`config.mk`:
```
export PLATFORM = sky130hd
export DESIGN_NAME = uart_rx_hex_source
export DESIGN_NICKNAME = d
export VERILOG_FILES = /design/src/rtl/uart_rx_hex_source.sv
export SDC_FILE = /design/constraint.sdc
export NUM_CORES = 1
export LEC_CHECK = 0
export ABC_CLOCK_PERIOD_IN_PS = 2500
export CORE_MARGIN = 10
export CORE_UTILIZATION = 50
export DETAILED_ROUTE_END_ITERATION = 7
export MAX_ROUTING_LAYER = met4
export PLACE_DENSITY = 0.7
export SETUP_SLACK_MARGIN = 0.2
export SYNTH_ARGS = -nofsm -noshare
export SYNTH_HDL_FRONTEND = slang
export SYNTH_SLANG_ARGS = --single-unit
```
`constraint.sdc`:
```
create_clock -name clk -period 2.5 [get_ports clk]
set_input_delay 0.25 -clock clk [delete_from_list [all_inputs] [get_ports clk]]
set_output_delay 0.25 -clock clk [all_outputs]
set_load 0.1 [all_outputs]
```
`src/rtl/uart_rx_hex_source.sv`:
```
// 8N1 UART receiver with 16x oversampling; publishes the last correctly framed byte on hex_byte
// together with single-cycle data_valid / framing_error strobes.
module uart_rx_hex_source #(
  parameter int unsigned sys_clk_freq = 100000000,
  parameter int unsigned baud_rate    = 115200
) (
  input  logic       clk,
  input  logic       rst_n,
  input  logic       rx,
  output logic [7:0] hex_byte,
  output logic       data_valid,
  output logic       framing_error,
  output logic       busy
);

  localparam int unsigned tick_div = sys_clk_freq / (baud_rate * 16);
  // Clamp so a too-fast baud setting still yields a legal counter.
  localparam int unsigned TickDiv  = (tick_div < 1) ? 1 : tick_div;
  localparam int unsigned TickW    = (TickDiv > 1) ? $clog2(TickDiv) : 1;
  localparam logic [TickW-1:0] TickMax = TickW'(TickDiv - 1);

  typedef enum logic [2:0] {
    StIdle,
    StStart,
    StData,
    StStop,
    StBreak
  } state_e;

  logic [1:0]       rst_sync_q;
  logic             rst_int_n;
  logic             rx_meta_q;
  logic             rx_sync_q;
  logic [TickW-1:0] tick_cnt_q;
  logic             tick;
  logic             start_det;
  state_e           state_q;
  logic [3:0]       sub_cnt_q;
  logic [2:0]       bit_idx_q;
  logic [7:0]       shift_q;
  logic [7:0]       hex_byte_q;
  logic             data_valid_q;
  logic             framing_error_q;

  // Assert asynchronously, release synchronously to clk.
  always_ff @(posedge clk or negedge rst_n) begin
    if (!rst_n) begin
      rst_sync_q <= 2'b00;
    end else begin
      rst_sync_q <= {rst_sync_q[0], 1'b1};
    end
  end

  assign rst_int_n = rst_sync_q[1];

  always_ff @(posedge clk or negedge rst_int_n) begin
    if (!rst_int_n) begin
      rx_meta_q <= 1'b1;
      rx_sync_q <= 1'b1;
    end else begin
      rx_meta_q <= rx;
      rx_sync_q <= rx_meta_q;
    end
  end

  assign tick      = (tick_cnt_q == TickMax);
  assign start_det = (state_q == StIdle) && !rx_sync_q;

  // Restarting on the start edge puts every later sample at a fixed phase of the bit.
  always_ff @(posedge clk or negedge rst_int_n) begin
    if (!rst_int_n) begin
      tick_cnt_q <= '0;
    end else if (start_det || tick) begin
      tick_cnt_q <= '0;
    end else begin
      tick_cnt_q <= tick_cnt_q + TickW'(1);
    end
  end

  always_ff @(posedge clk or negedge rst_int_n) begin
    if (!rst_int_n) begin
      state_q         <= StIdle;
      sub_cnt_q       <= 4'd0;
      bit_idx_q       <= 3'd0;
      shift_q         <= 8'h00;
      hex_byte_q      <= 8'h00;
      data_valid_q    <= 1'b0;
      framing_error_q <= 1'b0;
    end else begin
      data_valid_q    <= 1'b0;
      framing_error_q <= 1'b0;
      unique case (state_q)
        StIdle: begin
          if (!rx_sync_q) begin
            state_q   <= StStart;
            sub_cnt_q <= 4'd0;
            bit_idx_q <= 3'd0;
          end
        end
        StStart: begin
          if (tick) begin
            if (sub_cnt_q == 4'd7) begin
              sub_cnt_q <= 4'd0;
              state_q   <= rx_sync_q ? StIdle : StData;
            end else begin
              sub_cnt_q <= sub_cnt_q + 4'd1;
            end
          end
        end
        StData: begin
          if (tick) begin
            sub_cnt_q <= sub_cnt_q + 4'd1;
            if (sub_cnt_q == 4'd15) begin
              shift_q[bit_idx_q] <= rx_sync_q;
              bit_idx_q          <= bit_idx_q + 3'd1;
              if (bit_idx_q == 3'd7) begin
                state_q <= StStop;
              end
            end
          end
        end
        StStop: begin
          if (tick) begin
            sub_cnt_q <= sub_cnt_q + 4'd1;
            if (sub_cnt_q == 4'd15) begin
              if (rx_sync_q) begin
                hex_byte_q   <= shift_q;
                data_valid_q <= 1'b1;
                state_q      <= StIdle;
              end else begin
                framing_error_q <= 1'b1;
                state_q         <= StBreak;
              end
            end
          end
        end
        StBreak: begin
          if (rx_sync_q) begin
            state_q <= StIdle;
          end
        end
        default: state_q <= StIdle;
      endcase
    end
  end

  assign hex_byte      = hex_byte_q;
  assign data_valid    = data_valid_q;
  assign framing_error = framing_error_q;
  assign busy          = (state_q != StIdle);

endmodule

```
==> flow_summary.json <==
{
  "synth_area_um2": 1790,
  "clk_pin_slew_ns": 0.11,
  "synth_seq_cells": 38,
  "fmax_ghz": 0.503,
  "clock-root-buffer": "clkbuf_4",
  "power_frac_seq": 0.589,
  "hold_viol": 0,
  "slew_violations": 0,
  "pwr-share-clk": 0.254,
  "ys_types": 44,
  "fin_nets": 171,
  "min_path_type": "input port to async pin",
  "ctsResizeCount": 0,
  "maxSlewHeadroom": 0.554,
  "dp_hpwl_mm": 2.24,
  "syn-num-nets": 156,
  "nFillCells": 288,
  "cp-start-kind": "register",
  "p_comb_frac": 0.157,
  "p_sw_mw": 0.394,
  "fin_tns_setup_ns": 0,
  "initial_core_util": 0.529,
  "worstSetupPathType": "register to register",
  "design_power_total_mw": 1.30,
  "grt_max_degree": 37,
  "place_area_um2": 1930,
  "grt_pass1_vias": 1246,
  "rsz0062_at_grt": "no",
  "vdd_ir_drop_max_mv": 0.413,
  "io_buffer_count": 13,
  "layout.area.seq_um2": 953,
  "die_h_um": 79.9,
  "final_area_um2": 1990,
  "synth_edf_count": 0,
  "drv_cap": 0,
  "gp_congestion": 0.807,
  "ff2ff_setup_slack_ns": 0.51,
  "finalCritPeriodShare": 0.795,
  "timing.rr.end": "hex_byte[3]",
  "avgSynthCellArea_um2": 12.1,
  "synth_ff_type": "dfrtp_1",
  "setup_viol": 0,
  "clock_sinks": 38,
  "num_vias": 1171,
  "grt_pass1_wl_mm": 5.54,
  "multi_input_area_um2": 792,
  "grt_overflow": 0,
  "worstPathRequired_ns": 2.74,
  "cts_buffers": 5,
  "cts_setup_buffers": 0,
  "clockBufferDepth": 2,
  "drtIter0Drc": 117,
  "synthCells": 148,
  "cts_tree": "yes",
  "hold_buffers": 0,
  "rows": 21,
  "arrival_ns": 2.22,
  "grt.total_usage": 0.113,
  "cts.htree.levels": 2,
  "finClkSkew_ns": 0.00411,
  "fin_util": 0.588,
  "reg2reg_depth": 6,
  "drive_gt1_frac": 0.311,
  "dr.pass1.iters": 4,
  "drc_errors": 0,
  "clkLatencyLatePin_ns": 0.34,
  "async_reset_ff_frac": 1.00,
  "wl_per_cell_um": 14.6,
  "swShare": 0.303,
  "power.internal_mw": 0.909,
  "area_growth_pct": 11.0,
  "viasPerCell": 5.58,
  "drt-total-wl_mm": 3.06,
  "io_pins": 14,
  "critical_path.max_fanout": 13,
  "ys_warn_count": 0,
  "r2r-start": "tick_cnt_q[1]",
  "ys_seq_area_frac": 0.531,
  "die_w_um": 79.9,
  "status": "finished, final reports clean",
  "design.core.area_um2": 3390,
  "worst_slew_pin_slew_ns": 0.660,
  "ant_nets": 0,
  "antenna_cells": 0,
  "die_area_um2": 6380,
  "period_needed_ns": 1.99,
  "antenna_found_initial": 0,
  "p_leak_nw": 0.982,
  "end_kind": "register",
  "powerDensity_nw_per_um2": 654
}
cell usage in the layout (no fill, tap or decap), types with 2 or more instances in the layout:
cell / n
dfrtp_1: 36
mux2_2: 18
nor2_1: 16
buf_4: 12
nand3_1: 7
nand4_1: 6
ha_1: 5
clkbuf_4: 5
inv_1: 4
nand2_1: 4
a31oi_1: 3
and3_1: 3
a21oi_1: 3
and4b_2: 2
xor2_1: 2
xnor2_1: 2
nor2b_1: 2
a22o_1: 2
o21ai_0: 2
clkdlybuf4s50_1: 2
dfstp_2: 2
through the flow:
| stage | cells | setup WS [ns] | hold slack, ns |
|---|---|---|---|
| 2_1_floorplan | 148 | 0.784 | -0.0456 |
| 3_3_place_gp | 202 | 0.609 | 0.278 |
| 3_5_place_dp | 202 | 0.511 | 0.296 |
| 5_1_grt | 210 | 0.392 | 0.0142 |
| 4_1_cts | 210 | 0.500 | 0.0349 |
| 6_report | 210 | 0.513 | 0.0529 |
power groups by stage:
| stage | Combinational (mW) | Clock (mW) | Sequential (mW) |
|---|---|---|---|
| 6_report | 0.204 | 0.332 | 0.767 |
| 5_1_grt | 0.239 | 0.374 | 0.781 |
| 4_1_cts | 0.210 | 0.345 | 0.767 |
| 3_5_place_dp | 0.209 | 0 | 0.779 |
| 3_3_place_gp | 0.195 | 0 | 0.774 |
| 2_1_floorplan | 0.173 | 0 | 0.758 |
cell usage after synthesis, types with 3 or more instances:
cell type,number,share of area
ha_1,5,0.035
mux2_2,18,0.11
nand2_1,4,0.0084
nor2_1,16,0.033
a31oi_1,3,0.010
and3_1,3,0.010
dfrtp_1,36,0.50
nand4_1,6,0.021
inv_1,4,0.0084
clkbuf_1,4,0.0084
a21oi_1,3,0.0084
nand3_1,7,0.020
registers in the layout, indices dropped and copies added (netlist names):
register	cells
state_q	3
sub_cnt_q	4
tick_cnt_q	6
data_valid	1
framing_error	1
rx_meta_q	1
rst_sync_q	2
bit_idx_q	3
shift_q	8
rx_sync_q	1
hex_byte	8
final cells by class:
cell class,instances,area share
well taps,46,0.0289
multi-input cells,100,0.398
flip-flops and latches,38,0.479
repair buffers,14,0.0553
clock buffers,6,0.0258
clock inverters,2,0.00628
inverters,4,0.00754
how the worst max path moves through the flow:
stage	end	depth (start not counted)	from
finish	hex_byte[3]	6	tick_cnt_q[1]
global route	hex_byte[1]	6	tick_cnt_q[1]
CTS	hex_byte[3]	6	tick_cnt_q[1]
detailed placement	hex_byte[3]	6	tick_cnt_q[1]
global placement	bit_idx_q[2]	6	tick_cnt_q[1]
floorplan	shift_q[6]	7	tick_cnt_q[1]
cells by family after synthesis:
logic type	after synthesis	share of synthesized area
fa+ha+maj	5	0.0349
compound gates	18	0.0711
xor+xnor	4	0.0195
other cells	1	0.00209
mux	19	0.119
simple gates	53	0.195
buf+inv	10	0.0272
flops	38	0.531
layer usage:
layer	part of all wire	global-route usage
met3	0.053	0.0473
met5	0	-
met4	0.015	0.0370
met1	0.41	0.112
met2	0.52	0.195
critical path, cell delays in order, from the launching register on:
cell	delay (ns)
dfrtp_1	0.42
inv_1	0.07
ha_1	0.21
nand4b_4	0.14
nor3_4	0.48
nand4_4	0.23
mux2_2	0.33
No activity file was read; power rests on OpenSTA's default activity.
